### src/rtl/dcache_writeback_sequencer_if.sv
// Handshake bundle between the dcache FSM, the writeback sequencer and the memory port.
// The master modport is the sequencer side.
interface dcache_writeback_sequencer_if #(
  parameter int unsigned LINE_WIDTH = 128,
  parameter int unsigned XLEN       = 32,
  parameter int unsigned PLEN       = 34
);
  localparam int unsigned NUM_WORDS = LINE_WIDTH / XLEN;

  logic                  wb_req_i;
  logic [LINE_WIDTH-1:0] wb_line_i;
  logic [PLEN-1:0]       wb_addr_i;
  logic [NUM_WORDS-1:0]  wb_word_dirty_i;
  logic                  wb_ready_o;
  logic                  wb_done_o;

  logic                  mem_req_o;
  logic                  mem_gnt_i;
  logic [PLEN-1:0]       mem_addr_o;
  logic [XLEN-1:0]       mem_wdata_o;
  logic [2:0]            mem_size_o;
  logic [XLEN/8-1:0]     mem_be_o;
  logic                  mem_rtrn_i;

  modport master (
    input  wb_req_i, wb_line_i, wb_addr_i, wb_word_dirty_i, mem_gnt_i, mem_rtrn_i,
    output wb_ready_o, wb_done_o, mem_req_o, mem_addr_o, mem_wdata_o, mem_size_o, mem_be_o
  );

  modport slave (
    output wb_req_i, wb_line_i, wb_addr_i, wb_word_dirty_i, mem_gnt_i, mem_rtrn_i,
    input  wb_ready_o, wb_done_o, mem_req_o, mem_addr_o, mem_wdata_o, mem_size_o, mem_be_o
  );
endinterface

### src/rtl/dcache_writeback_sequencer.sv
// Drains one captured dirty cache line as word-sized store requests on the memory port.
// Define DCACHE_WB_SKIP_CLEAN_WORDS_EN to send only the words flagged in the dirty mask.
module dcache_writeback_sequencer #(
  parameter int unsigned LINE_WIDTH   = 128,
  parameter int unsigned XLEN         = 32,
  parameter int unsigned PLEN         = 34,
  parameter int unsigned OFFSET_WIDTH = 4
) (
  input logic                          clk_i,
  input logic                          rst_i,
  dcache_writeback_sequencer_if.master bus
);
  localparam int unsigned NUM_WORDS  = LINE_WIDTH / XLEN;
  localparam int unsigned IDX_W      = (NUM_WORDS > 1) ? $clog2(NUM_WORDS) : 1;
  localparam int unsigned BYTE_SHIFT = $clog2(XLEN / 8);
  localparam logic [PLEN-1:0] OFFSET_MASK = PLEN'((64'd1 << OFFSET_WIDTH) - 64'd1);

  typedef enum logic [1:0] {IDLE, REQ, WAIT_RTRN} state_e;

  state_e                state_q, state_d;
  logic [IDX_W-1:0]      idx_q, idx_d;
  logic [LINE_WIDTH-1:0] line_q;
  logic [PLEN-1:0]       addr_q;
  logic                  done_q, done_d;
  logic                  accept;
  logic                  word_done;
  logic                  last_word;
  logic [IDX_W-1:0]      next_idx;

`ifdef DCACHE_WB_SKIP_CLEAN_WORDS_EN
  logic [NUM_WORDS-1:0] mask_q;
  logic [IDX_W:0]       first_sel;
  logic [IDX_W:0]       next_sel;

  // Returns {found, index} of the lowest set mask bit at or above start.
  function automatic logic [IDX_W:0] find_dirty(input logic [NUM_WORDS-1:0] mask,
                                                input int unsigned start);
    logic             found;
    logic [IDX_W-1:0] pos;
    found = 1'b0;
    pos   = '0;
    for (int unsigned k = 0; k < NUM_WORDS; k++) begin
      if (!found && k >= start && mask[k]) begin
        found = 1'b1;
        pos   = IDX_W'(k);
      end
    end
    return {found, pos};
  endfunction

  assign first_sel = find_dirty(bus.wb_word_dirty_i, 0);
  assign next_sel  = find_dirty(mask_q, 32'(idx_q) + 32'd1);
  assign last_word = !next_sel[IDX_W];
  assign next_idx  = next_sel[IDX_W-1:0];
`else
  logic unused_dirty;
  assign unused_dirty = ^bus.wb_word_dirty_i;
  assign last_word    = (32'(idx_q) == NUM_WORDS - 1);
  assign next_idx     = idx_q + 1'b1;
`endif

  always_comb begin
    state_d   = state_q;
    idx_d     = idx_q;
    done_d    = 1'b0;
    accept    = 1'b0;
    word_done = 1'b0;
    case (state_q)
      IDLE: begin
        if (bus.wb_req_i) begin
          accept = 1'b1;
`ifdef DCACHE_WB_SKIP_CLEAN_WORDS_EN
          // A fully clean line completes without touching memory.
          if (first_sel[IDX_W]) begin
            idx_d   = first_sel[IDX_W-1:0];
            state_d = REQ;
          end else begin
            done_d = 1'b1;
          end
`else
          idx_d   = '0;
          state_d = REQ;
`endif
        end
      end
      REQ: begin
        if (bus.mem_gnt_i) begin
          if (bus.mem_rtrn_i) word_done = 1'b1;
          else                state_d   = WAIT_RTRN;
        end
      end
      WAIT_RTRN: begin
        if (bus.mem_rtrn_i) word_done = 1'b1;
      end
      default: state_d = IDLE;
    endcase

    if (word_done) begin
      if (last_word) begin
        state_d = IDLE;
        done_d  = 1'b1;
      end else begin
        idx_d   = next_idx;
        state_d = REQ;
      end
    end
  end

  always_ff @(posedge clk_i or posedge rst_i) begin
    if (rst_i) begin
      state_q <= IDLE;
      idx_q   <= '0;
      done_q  <= 1'b0;
      line_q  <= '0;
      addr_q  <= '0;
`ifdef DCACHE_WB_SKIP_CLEAN_WORDS_EN
      mask_q  <= '0;
`endif
    end else begin
      state_q <= state_d;
      idx_q   <= idx_d;
      done_q  <= done_d;
      if (accept) begin
        line_q <= bus.wb_line_i;
        addr_q <= bus.wb_addr_i & ~OFFSET_MASK;
`ifdef DCACHE_WB_SKIP_CLEAN_WORDS_EN
        mask_q <= bus.wb_word_dirty_i;
`endif
      end
    end
  end

  assign bus.wb_ready_o  = (state_q == IDLE);
  assign bus.wb_done_o   = done_q;
  assign bus.mem_req_o   = (state_q == REQ);
  assign bus.mem_addr_o  = addr_q + (PLEN'(idx_q) << BYTE_SHIFT);
  assign bus.mem_wdata_o = line_q[idx_q*XLEN +: XLEN];
  assign bus.mem_size_o  = 3'b010;
  assign bus.mem_be_o    = '1;
endmodule

### src/flat_wrapper.sv
// flat-port wrapper written by rule: the top's interface ports become plain ports
module dcache_writeback_sequencer_flat 
#(
  parameter int unsigned LINE_WIDTH   = 128,
  parameter int unsigned XLEN         = 32,
  parameter int unsigned PLEN         = 34,
  parameter int unsigned OFFSET_WIDTH = 4
)
  (clk_i, rst_i, bus_wb_req_i, bus_wb_line_i, bus_wb_addr_i, bus_wb_word_dirty_i, bus_mem_gnt_i, bus_mem_rtrn_i, bus_wb_ready_o, bus_wb_done_o, bus_mem_req_o, bus_mem_addr_o, bus_mem_wdata_o, bus_mem_size_o, bus_mem_be_o);
  dcache_writeback_sequencer_if #(.LINE_WIDTH(LINE_WIDTH), .XLEN(XLEN), .PLEN(PLEN)) bus_i ();
  input logic clk_i;
  input logic rst_i;
  input wire logic [$bits(bus_i.wb_req_i)-1:0] bus_wb_req_i;
  input wire logic [$bits(bus_i.wb_line_i)-1:0] bus_wb_line_i;
  input wire logic [$bits(bus_i.wb_addr_i)-1:0] bus_wb_addr_i;
  input wire logic [$bits(bus_i.wb_word_dirty_i)-1:0] bus_wb_word_dirty_i;
  input wire logic [$bits(bus_i.mem_gnt_i)-1:0] bus_mem_gnt_i;
  input wire logic [$bits(bus_i.mem_rtrn_i)-1:0] bus_mem_rtrn_i;
  output wire logic [$bits(bus_i.wb_ready_o)-1:0] bus_wb_ready_o;
  output wire logic [$bits(bus_i.wb_done_o)-1:0] bus_wb_done_o;
  output wire logic [$bits(bus_i.mem_req_o)-1:0] bus_mem_req_o;
  output wire logic [$bits(bus_i.mem_addr_o)-1:0] bus_mem_addr_o;
  output wire logic [$bits(bus_i.mem_wdata_o)-1:0] bus_mem_wdata_o;
  output wire logic [$bits(bus_i.mem_size_o)-1:0] bus_mem_size_o;
  output wire logic [$bits(bus_i.mem_be_o)-1:0] bus_mem_be_o;
  assign bus_i.wb_req_i = bus_wb_req_i;
  assign bus_i.wb_line_i = bus_wb_line_i;
  assign bus_i.wb_addr_i = bus_wb_addr_i;
  assign bus_i.wb_word_dirty_i = bus_wb_word_dirty_i;
  assign bus_i.mem_gnt_i = bus_mem_gnt_i;
  assign bus_i.mem_rtrn_i = bus_mem_rtrn_i;
  assign bus_wb_ready_o = bus_i.wb_ready_o;
  assign bus_wb_done_o = bus_i.wb_done_o;
  assign bus_mem_req_o = bus_i.mem_req_o;
  assign bus_mem_addr_o = bus_i.mem_addr_o;
  assign bus_mem_wdata_o = bus_i.mem_wdata_o;
  assign bus_mem_size_o = bus_i.mem_size_o;
  assign bus_mem_be_o = bus_i.mem_be_o;
  dcache_writeback_sequencer #(.LINE_WIDTH(LINE_WIDTH), .XLEN(XLEN), .PLEN(PLEN), .OFFSET_WIDTH(OFFSET_WIDTH)) u_core (.clk_i(clk_i), .rst_i(rst_i), .bus(bus_i));
endmodule
### config.mk
export PLATFORM = sky130hd
export DESIGN_NAME = dcache_writeback_sequencer_flat
export DESIGN_NICKNAME = d
export VERILOG_FILES = /design/src/rtl/dcache_writeback_sequencer_if.sv /design/src/rtl/dcache_writeback_sequencer.sv /design/src/flat_wrapper.sv
export SDC_FILE = /design/constraint.sdc
export NUM_CORES = 1
export LEC_CHECK = 0
export ABC_AREA = 1
export CAP_MARGIN = 40
export CORE_ASPECT_RATIO = 0.8
export CORE_MARGIN = 2
export CORE_UTILIZATION = 39
export CTS_CLUSTER_DIAMETER = 100
export DETAILED_ROUTE_END_ITERATION = 8
export PLACE_DENSITY = 0.75
export SETUP_SLACK_MARGIN = 0.4
export SLEW_MARGIN = 20
export SYNTH_ARGS = -nofsm -noshare
export SYNTH_HDL_FRONTEND = slang
export SYNTH_SLANG_ARGS = --single-unit
### constraint.sdc
create_clock -name clk_i -period 15.8 [get_ports clk_i]
set_clock_uncertainty 0.2 [all_clocks]
set_input_delay 3.16 -clock clk_i [delete_from_list [all_inputs] [get_ports clk_i]]
set_output_delay 3.16 -clock clk_i [all_outputs]
set_load 0.005 [all_outputs]
After elaboration in Yosys (flattened, before gate mapping)

Cells that the tools add are included.
W data, S select, Z words.

Register bits: 163
Bits of input ports: 171
Output and inout bits: 76
Word-level logic and storage cells: 34

Add/sub/neg operators: 2
Eq/ne operators: 7
Shift operators: 1
Mux-type cells: 17
Reduce and logical (&&, ||, !) cells: 2

Operators by type and width:

| kind                  | number |
|---|---|
| $shiftx A128 B8 Y32   | 1 |
| $add A34 B4 Y34       | 1 |
| $mux W2               | 8 |
| $ne A3 B2 Y1 const B  | 3 |
| $mux W1               | 7 |
| $pmux W2 S3           | 1 |
| $eq A2 B2 Y1 const B  | 2 |
| $reduce_and A4 Y1     | 1 |
| $add A2 B1 Y2 const B | 1 |
| $eq A2 B1 Y1 const B  | 1 |
| $logic_not A2 Y1      | 1 |
| $ne A2 B1 Y1 const B  | 1 |
| $pmux W1 S2           | 1 |

Depth between registers and ports, before layout

Word-level depth: 5
Gate-level depth with buffers: 8

Worst setup path before layout

No wires, ideal clock.

Kind: flip-flop to output port
Start point: register u_core.idx_q[0]
End point: output port bus_mem_wdata_o[13]
Data arrival time: 1.080 ns
Data required time: 12.440 ns
Slack: 11.360 ns
Cell stages (with the launch flop): 5
Cell sequence: dfrtp_1 > buf_2 > clkbuf_1 > o21ai_0 > o22ai_1

Longest elaborated chain between the ends: 1

Ends and longest elaborated chain:

| element                | line                              | source |
|---|---|---|
| start, declared        | dcache_writeback_sequencer.sv:21  | `logic [IDX_W-1:0] idx_q, idx_d;` |
| start signal, assigned | dcache_writeback_sequencer.sv:121 | `idx_q <= idx_d;` |
| $shiftx A128 B8 Y32    | dcache_writeback_sequencer.sv:137 | `assign bus.mem_wdata_o = line_q[idx_q*XLEN +: XLEN];` |
| end, declared          | flat_wrapper.sv:23                | `output wire logic [$bits(bus_i.mem_wdata_o)-1:0] bus_mem_wdata_o;` |

No other way between the ends.

Final worst setup path

Start point: register u_core.idx_q[0]
End point: output port bus_mem_wdata_o[10]

The elaborated chain is that of the path after synthesis.

==> metrics.yaml <==
synth_top_family_by_area: "multiplexers"
wirelength_microns: 18300
grt_max_degree: 68
fmaxAchievable_mhz: 170
routedWlPerCell_microns: 17.3
peakVddDrop_mv: 0.103
cp_max_fo: 51
hold_class: "reg -> reg"
p_per_area_mw_per_mm2: 199
cts_sinks: 163
mostFrequentLayoutCell: "clkdlybuf4s50_1"
avgSynthCellArea_sq_um: 13.2
synth-seq-cells: 163
yosys.area_share.simple_pct: 4.46
place_congestion: 0.761
r2r-end: "u_core.line_q[124]"
path_clk_slew_ns: 0.06
final_antenna_net_count: 0
layoutNonFillerInstCount: 1060
drv_cap: 0
htreeDepth: 4
ctsHoldBuffers: 0
tightest_slew_ns: 0.731
rrSetupSlack_ns: 12.93
insertion_delay_ns: 0.42
status: "complete, no violations"
slew_headroom_pct: 51.3
ios: 247
track_usage_pct: 18.4
min_period_ns: 5.90
synth_xor_area_share_pct: 0
finalMaxSlewViolations: 0
die_w_microns: 159
power_mw: 2.11
ys_seq_area_share_pct: 54.3
ys_warn_count: 0
routed-via-count: 5167
syn_inst: 570
syn_area_sq_mm: 0.00751
dp.cells: 1027
synth_mux_area_share_pct: 28.6
critPathCaptureType: "output port"
whs_endpoint: "u_core.addr_q[11]"
syn_to_final_growth_pct: 41.3
placementRows: 45
post-cts-setup-buffer-count: 0
numPortBuffers: 229
drive_gt1_share_pct: 25.3
critPathArrivalTime_ns: 2.54
reg2regPathDepth: 6
r2r_start: "u_core.state_q[0]"
grt_pass1_vias: 5421
antenna_found_initial: 1
cp.required_ns: 12.44
hold_violations: 0
rsz0062_at_grt: "false"
setup_tns_ns: 0
drc_errors: 0
nets: 966
overflow: 0
antennaDiodeCount: 0
drt_iter0_drc: 199
die_area_sq_mm: 0.0204
initial_core_util_pct: 39.7
ys_types: 17
cts_resized: 0
first_pass_iters: 5
crit_type: "reg -> out"
cts_buffers: 17
power.leakage_nw: 4.79
yosys.area_share.adder_pct: 0.999
clock_path_buffers: 2
num-fill-cells: 1574
cts_tree: "done"
hpwl_microns: 12100
fin_crit_sh_pct: 37.3
vias_per_cell: 4.87
core_sq_mm: 0.0189
die_y_microns: 128
most-common-layout-cells: "clkdlybuf4s50_1, dfrtp_1, mux2_4"
min_delay_path_depth: 1
grt_pass1_wl_microns: 29200
synth_compound_area_share_pct: 6.99
setup_viol_count_final: 0
hp-start: "u_core.addr_q[11]"
critPathLaunchType: "flip-flop"
cts_root_buf: "clkbuf_16"
worst max-delay path, cell delays in order, from the launching register on:
cell	delay, ns
dfrtp_2	0.43
inv_2	0.21
buf_4	0.54
o21ai_0	0.22
o22ai_1	0.18
clkdlybuf4s50_1	0.52
metal layers:
metal | global-route usage (%) | up-vias | part of all wire [%]
li1 | - | 2406 | -
met1 | 22.8 | 2572 | 45
met2 | 30.2 | 167 | 47
met3 | 7.02 | 20 | 7.4
met4 | 4.97 | 2 | 1.3
met5 | 0 | - | 0.038
cell families (layout without fill, tap and decap cells):
family	after synthesis	after routing
flops	163	163
buf+inv	57	282
compound gates	97	97
fa+ha+maj	6	6
mux	158	158
other cells	2	9
simple gates	87	87
power breakdown:
group | internal, mW | switching, mW
logic | 0.595 | 0.341
registers | 0.632 | 0.110
clock network | 0.259 | 0.173
total | 1.49 | 0.624
synth_stat cells (all sizes together):
library cell	instances	share of area, %
a21oi	1	0.067
buf	31	3.3
clkbuf	15	0.75
conb	2	0.10
dfrtp	163	54
ha	6	1.0
inv	11	0.55
mux2	158	29
nand2	14	0.70
nand3	5	0.33
nand4	1	0.083
nor2	67	3.3
o21ai	64	4.3
o22ai	32	2.7
registers in the layout, indices dropped and copies added (netlist names):
| signal | cells |
|---|---|
| u_core.state_q | 2 |
| u_core.idx_q | 2 |
| u_core.addr_q | 30 |
| u_core.line_q | 128 |
| u_core.bus.wb_done_o | 1 |
how the worst max path moves through the flow:
stage | start | endpoint | slack, ns | cells past startpoint
floorplan | rst_i | u_core.addr_q[10] | 8.04 | 1
global placement | bus_wb_req_i | u_core.line_q[124] | 9.87 | 4
detailed placement | bus_wb_req_i | u_core.line_q[121] | 9.99 | 5
CTS | u_core.idx_q[0] | bus_mem_wdata_o[24] | 9.87 | 5
global route | u_core.idx_q[0] | bus_mem_wdata_o[0] | 9.72 | 5
finish | u_core.idx_q[0] | bus_mem_wdata_o[10] | 9.90 | 5
final cells by class:
class / count / area [sq um] / share of cell area (%)
Clock buffer: 21 / 460 / 4.34
Clock inverter: 11 / 150 / 1.41
Tap cell: 258 / 323 / 3.04
Timing Repair Buffer: 239 / 2430 / 22.9
Multi-Input combinational cell: 357 / 3120 / 29.4
Inverter: 11 / 46.3 / 0.436
Sequential cell: 163 / 4080 / 38.4
per-stage QoR:
| step | area, sq um | util (%) | setup slack (ns) | hold WS, ns |
|---|---|---|---|---|
| global placement | 9910 | 52.4 | 9.87 | 0.285 |
| CTS | 10600 | 56.0 | 9.87 | 0.305 |
| finish | 10600 | 56.1 | 9.90 | 0.303 |
| floorplan | 7540 | - | 8.04 | 0.276 |
| detailed placement | 9990 | 52.8 | 9.99 | 0.287 |
| global route | 10600 | 56.1 | 9.72 | 0.313 |
Note: power is estimated with default switching activity, not from simulation.
